`src/rtl/cache_arbiter.sv`:
```
// Arbitrates the shared pmem line port between I-cache and D-cache misses.
// Optional build macro ARB_ROUND_ROBIN_EN: round-robin on I/D conflicts instead of fixed D-over-I.
module cache_arbiter #(
  parameter int ADDR_WIDTH = 32,
  parameter int LINE_WIDTH = 256
) (
  input  logic                  clk,
  input  logic                  rst,
  input  logic                  i_pmem_read,
  input  logic [ADDR_WIDTH-1:0] i_pmem_address,
  output logic [LINE_WIDTH-1:0] i_pmem_rdata,
  output logic                  i_pmem_resp,
  input  logic                  d_pmem_read,
  input  logic                  d_pmem_write,
  input  logic [ADDR_WIDTH-1:0] d_pmem_address,
  input  logic [LINE_WIDTH-1:0] d_pmem_wdata,
  output logic [LINE_WIDTH-1:0] d_pmem_rdata,
  output logic                  d_pmem_resp,
  output logic                  pmem_read,
  output logic                  pmem_write,
  output logic [ADDR_WIDTH-1:0] pmem_address,
  output logic [LINE_WIDTH-1:0] pmem_wdata,
  input  logic [LINE_WIDTH-1:0] pmem_rdata,
  input  logic                  pmem_resp
);

  // state   | meaning
  // IDLE    | no transaction, arbitrate on live requests
  // SERVE_I | I-cache transaction in flight on pmem
  // SERVE_D | D-cache transaction in flight on pmem
  // DONE    | one dead cycle so the served cache can drop its request
  typedef enum logic [1:0] {IDLE, SERVE_I, SERVE_D, DONE} state_t;

  state_t                  r_state;
  state_t                  w_next;
  logic [ADDR_WIDTH-1:0]   r_addr;
  logic [LINE_WIDTH-1:0]   r_wdata;
  logic [LINE_WIDTH-1:0]   r_i_rdata;
  logic [LINE_WIDTH-1:0]   r_d_rdata;
  logic                    r_wr;
  logic                    w_i_req;
  logic                    w_d_req;
  logic                    w_grant_i;
  logic                    w_grant_d;

  assign w_i_req = i_pmem_read;
  assign w_d_req = d_pmem_read | d_pmem_write;

`ifdef ARB_ROUND_ROBIN_EN
  logic r_last_grant;  // 0 = I, 1 = D

  assign w_grant_d = w_d_req && (!w_i_req || !r_last_grant);

  always_ff @(posedge clk or posedge rst) begin
    if (rst) begin
      r_last_grant <= 1'b0;
    end else if (r_state == IDLE) begin
      if (w_grant_d)      r_last_grant <= 1'b1;
      else if (w_grant_i) r_last_grant <= 1'b0;
    end
  end
`else
  assign w_grant_d = w_d_req;
`endif

  assign w_grant_i = w_i_req && !w_grant_d;

  assign pmem_address = r_addr;
  assign pmem_wdata   = r_wdata;

  always_ff @(posedge clk or posedge rst) begin
    if (rst) r_state <= IDLE;
    else     r_state <= w_next;
  end

  always_comb begin
    w_next       = r_state;
    pmem_read    = 1'b0;
    pmem_write   = 1'b0;
    i_pmem_resp  = 1'b0;
    d_pmem_resp  = 1'b0;
    i_pmem_rdata = r_i_rdata;
    d_pmem_rdata = r_d_rdata;
    case (r_state)
      IDLE: begin
        if (w_grant_d)      w_next = SERVE_D;
        else if (w_grant_i) w_next = SERVE_I;
      end
      SERVE_I: begin
        pmem_read  = !r_wr;
        pmem_write = r_wr;
        if (pmem_resp) begin
          i_pmem_resp  = 1'b1;
          i_pmem_rdata = pmem_rdata;
          w_next       = DONE;
        end
      end
      SERVE_D: begin
        pmem_read  = !r_wr;
        pmem_write = r_wr;
        if (pmem_resp) begin
          d_pmem_resp  = 1'b1;
          d_pmem_rdata = pmem_rdata;
          w_next       = DONE;
        end
      end
      DONE:    w_next = IDLE;
      default: w_next = IDLE;
    endcase
  end

  // Request fields are captured on the grant edge so the cache may change or drop them mid-flight.
  always_ff @(posedge clk or posedge rst) begin
    if (rst) begin
      r_addr    <= '0;
      r_wdata   <= '0;
      r_wr      <= 1'b0;
      r_i_rdata <= '0;
      r_d_rdata <= '0;
    end else begin
      if (r_state == IDLE) begin
        if (w_grant_d) begin
          r_addr  <= d_pmem_address;
          r_wr    <= d_pmem_write;
          r_wdata <= d_pmem_wdata;
        end else if (w_grant_i) begin
          r_addr <= i_pmem_address;
          r_wr   <= 1'b0;
        end
      end
      if (r_state == SERVE_I && pmem_resp) r_i_rdata <= pmem_rdata;
      if (r_state == SERVE_D && pmem_resp) r_d_rdata <= pmem_rdata;
    end
  end

`ifndef SYNTHESIS
  always_ff @(posedge clk) begin
    if (!rst) begin
      assert (!(d_pmem_read && d_pmem_write))
        else $error("cache_arbiter: d_pmem_read and d_pmem_write both high, write wins");
    end
  end
`endif

endmodule

```
`config.mk`:
```
export PLATFORM = sky130hd
export DESIGN_NAME = cache_arbiter
export DESIGN_NICKNAME = d
export VERILOG_FILES = /design/src/rtl/cache_arbiter.sv
export SDC_FILE = /design/constraint.sdc
export NUM_CORES = 1
export LEC_CHECK = 0
export CORE_AREA = 3 3 535 537
export CTS_BUF_LIST = sky130_fd_sc_hd__clkbuf_8 sky130_fd_sc_hd__clkbuf_16
export DETAILED_ROUTE_END_ITERATION = 8
export DIE_AREA = 0 0 538 540
export PLACE_DENSITY = 0.33
export REMOVE_ABC_BUFFERS = 1
export SLEW_MARGIN = 20
export SYNTH_ARGS = -nofsm -noshare
export SYNTH_HDL_FRONTEND = slang
export SYNTH_SLANG_ARGS = --single-unit
```
`constraint.sdc`:
```
create_clock -name clk -period 24.4 [get_ports clk]
set_input_delay 2.44 -clock clk [delete_from_list [all_inputs] [get_ports clk]]
set_output_delay 2.44 -clock clk [all_outputs]
set_load 0.02 [all_outputs]
```
== Yosys cells after proc, flatten, opt, wreduce, memory -nomap -nowiden ==
Index checks and enable logic that the tools add are counted.
Cells by class
  reductions and logical operators: 11
  bitwise operators: 1
  equal/unequal tests: 5
  muxes and demuxes: 17
Operator list (number)
  $mux 256: 4
  $mux 32: 2
  $mux 1: 7
  $mux 2: 3
  $pmux 2 s3: 1
  $reduce_and 2->1: 3
  $eq 2x2->1 const B: 2
  $logic_and 1x1->1: 3
  $ne 3x3->1 const B: 1
  $eq 2x1->1 const B: 1
  $logic_not 1->1: 2
  $logic_not 2->1: 1
  $ne 2x1->1 const B: 1
  $reduce_bool 2->1: 1
  $reduce_or 2->1: 1
  $or 1x1->1: 1
Storage, ports and cells
  logic and storage cells: 40
  input port bits: 582
  output and inout port bits: 804
  register bits: 803

== Logic depth before layout (Yosys ltp) ==
  depth after elaboration: 6
  depth in mapped cells: 7
  mapped depth without buffers: 5

== Least setup slack after synthesis ==
Ideal clock, no wire load.
  kind: input-to-output
  start: input pmem_resp
  end: output i_pmem_rdata[0]
  arrival time: 3.389 ns
  data required time: 21.960 ns
  slack: 18.571 ns
  path buffers: 3
  stages on the path: 5
  path through: and2_1 -> buf_4 -> buf_6 -> buf_4 -> mux2_2
Between the ends
  cells in the longest elaborated chain, start to end: 2
Ends and longest elaborated chain
  start, declared: RTL line 24  | input logic pmem_resp
  $mux 256: RTL line 92  | if (pmem_resp) begin
  $mux 256: RTL line 84  | case (r_state)
  end, declared: RTL line 11  | output logic [LINE_WIDTH-1:0] i_pmem_rdata,
Every way passes these cells.

== Final worst setup path ==
  start: input pmem_resp
  end: output i_pmem_rdata[184]
Same word-level chain as after synthesis.

==> flow_metrics.env <==
export IMPL_wl_mm=193
export IMPL_clockRootBuffer="clkbuf_16"
export IMPL_fin_worst_skew_ps=52.5
export IMPL_seqPwrFrac=0.264
export IMPL_endpoint_kind="output pin"
export IMPL_seq_area_sq_um=20100
export IMPL_pre_cts_ws_ps=14890
export IMPL_avgSynthCellArea_sq_um=15.9
export IMPL_gr_usage_all_layers=0.127
export IMPL_async_flop_share=1.00
export IMPL_ys_dominant_reg_cell="dfrtp_1"
export IMPL_ys_seq_area_frac=0.535
export IMPL_power_frac_clock=0.185
export IMPL_worst_ep_arrival_time_ps=6990
export IMPL_num_rows=195
export IMPL_antenna_found_initial=103
export IMPL_relSlewSlack=0.292
export IMPL_hold_ws_ps=478
export IMPL_status="finished clean"
export IMPL_yosys_top_cells_count="1041 x mux2_2, 803 x dfrtp_1, 240 x mux2_4, 62 x buf_2, 43 x buf_4"
export IMPL_drc=0
export IMPL_switching_power_uw=3600
export IMPL_power_density_nw_per_um2=156
export IMPL_synthTopCellsByArea="dfrtp_1 53%, mux2_2 31%, mux2_4 9.6%"
export IMPL_yosys_area_top_type="dfrtp_1"
export IMPL_cts_sink_count=803
export IMPL_cp_cell_sequence="clkdlybuf4s50_1 -> and2_4 -> buf_12 -> buf_4 -> buf_4 -> mux2_2 -> clkdlybuf4s50_1"
export IMPL_syn_area_sq_um=37600
export IMPL_fin_ws_ps=14970
export IMPL_cts_made_buffers=111
export IMPL_fp_dieW_microns=538
export IMPL_vias=25486
export IMPL_die_h_microns=540
export IMPL_synth_edf_count=0
export IMPL_core_area_sq_um=282000
export IMPL_vias_per_cell=3.35
export IMPL_yosys_register_bits=803
export IMPL_slowest_delay_ps=800
export IMPL_hold_path_class="register to register"
export IMPL_place_detailed_hpwl_mm=155
export IMPL_synth_top_area_share=0.535
export IMPL_drive_gt1_frac=0.391
export IMPL_multiInputGateArea_sq_um=16100
export IMPL_grt_pass1_vias=26870
export IMPL_synth_most_common_cell="mux2_2"
export IMPL_internal_power_uw=5600
export IMPL_cts_repair_resized=0
export IMPL_grt_pass1_wl_mm=255
export IMPL_min_period_over_period=0.386
export IMPL_wire_per_inst_microns=25.4
export IMPL_worst_pin_slew_ps=1060
export IMPL_critPathTopFamily="buffers and inverters"
export IMPL_power_frac_comb=0.551
export IMPL_synth_cells=2356
export IMPL_leakagePower_uw=0.0238
export IMPL_yosys_warnings=0
export IMPL_initial_core_util=0.133
export IMPL_cp_start_kind="input pin"
export IMPL_finalNonFillerCells=7597
export IMPL_layout_min_cycle_time_ps=9430
export IMPL_firstDrtPassIters=6
export IMPL_numPortBuffers=1385
export IMPL_drv_cap=0
export IMPL_place_inst=7365
export IMPL_cts_tree="built"
export IMPL_post_cts_buffers=0
export IMPL_synthDistinctLibCells=23
export IMPL_p_sw_frac=0.391
export IMPL_grt_max_degree=153
export IMPL_clkTransAtPathRegs_ps=50
export IMPL_slowest_stage="buf_4"
export IMPL_critPathMaxFanout=120
export IMPL_htreeDepth=3
export IMPL_drt_iter0_markers=1009
export IMPL_drtAntennaViolNets=0
export IMPL_hold_buffers=0
export IMPL_cts_buffer_depth=3
export IMPL_overflow=0
export IMPL_dieArea_sq_um=291000
export IMPL_crit_required_ps=21960
export IMPL_fin_nets=4321
export IMPL_fill_cells=30270
export IMPL_syn2layout_area_growth_pct=57.0
export IMPL_slew_viol_final=0
export IMPL_rsz0062_at_grt="false"
export IMPL_power_uw=9200
export IMPL_path_buf_inv=5
export IMPL_ir_drop_mv=0.0586
export IMPL_finalSetupViolations=0
export IMPL_place_gp_congestion=0.773
export IMPL_hold_viol=0
export IMPL_fmax_mhz=106
export IMPL_ioPinCount=1386
export IMPL_clkLatencyLatePin_ps=720
export IMPL_worstSetupPathType="input pin to output pin"
stage by stage:
stage | setup TNS, ps | util | instance area, sq um
floorplan | -474180 | - | 36200
global placement | 0 | 0.195 | 55100
detailed placement | 0 | 0.195 | 55100
CTS | 0 | 0.209 | 58900
global route | 0 | 0.209 | 58900
finish | 0 | 0.209 | 59000
cells in the final DEF, fill, tap and decap left out, drive strengths merged:
cell type	netlist	routed
a21oi	2	2
and2	2	2
buf	149	32
bufinv	0	7
clkbuf	2	149
clkdlybuf4s50	0	1385
clkinv	0	18
clkinvlp	0	2
dfrtp	803	803
diode	0	26
ha	4	4
inv	4	34
mux2	1281	1281
mux2i	34	34
nand2	36	36
nor2	2	2
nor2b	2	2
nor3	1	1
o21ai	33	33
o31ai	1	1
worst reg2reg max path, cell delays in order (launching register included):
cell and delay, ps:
dfrtp_1 340, inv_1 90, ha_1 240, nand2_4 340
buf_4 790, buf_12 560, buf_4 1100, inv_1 290
mux2_2 320
layer usage:
| layer | share of wire | up-vias | track usage |
|---|---|---|---|
| li1 | - | 11375 | - |
| met1 | 0.37 | 12705 | 0.138 |
| met2 | 0.51 | 998 | 0.230 |
| met3 | 0.094 | 282 | 0.0534 |
| met4 | 0.018 | 126 | 0.0244 |
| met5 | 0.0043 | - | 0 |
cells by family after synthesis:
family | Yosys count | synth area share
buf+inv | 155 | 0.0367
flops | 803 | 0.535
mux | 1315 | 0.417
fa+ha+maj | 4 | 0.00133
simple gates | 43 | 0.00480
compound gates | 36 | 0.00516
power groups by stage:
stage	Clock [uW]	Sequential, uW	Combinational (uW)
4_1_cts	1790	2430	5200
3_5_place_dp	0	2450	5180
3_3_place_gp	0	2460	5170
6_report	1700	2430	5070
5_1_grt	1840	2510	5300
2_1_floorplan	0	2610	2910
final timing paths:
kind | from | endpoint | slack (ps) | cells past startpoint
max | pmem_resp | i_pmem_rdata[184] | 14970 | 7
min in group asynchronous | rst | r_d_rdata[198]$_DFFE_PP0P_ | 2190 | 2
max reg2reg | r_state[0]$_DFFE_PP0P_ | r_d_rdata[255]$_DFFE_PP0P_ | 20160 | 8
max in group asynchronous | rst | r_d_rdata[67]$_DFFE_PP0P_ | 17870 | 7
min | pmem_address[6]$_DFFE_PP0P_ | pmem_address[6]$_DFFE_PP0P_ | 480 | 2
min reg2reg | pmem_address[6]$_DFFE_PP0P_ | pmem_address[6]$_DFFE_PP0P_ | 480 | 2
sequential cells by signal (all words and copies together), names as in the netlist:
signal and flops:
pmem_wdata 256, r_d_rdata 256, r_i_rdata 256, pmem_address 32, r_state 2, r_wr 1
cell type report:
cell class	instances	share of cell area
timing repair buffer	1417	0.240
tap	3743	0.0794
antenna	26	0.00110
clock buffer	149	0.0563
clock inverter	57	0.00891
multi-input combinational	1398	0.273
inverter	4	0.000382
sequential	803	0.341
(Power assumes the default switching activity.)
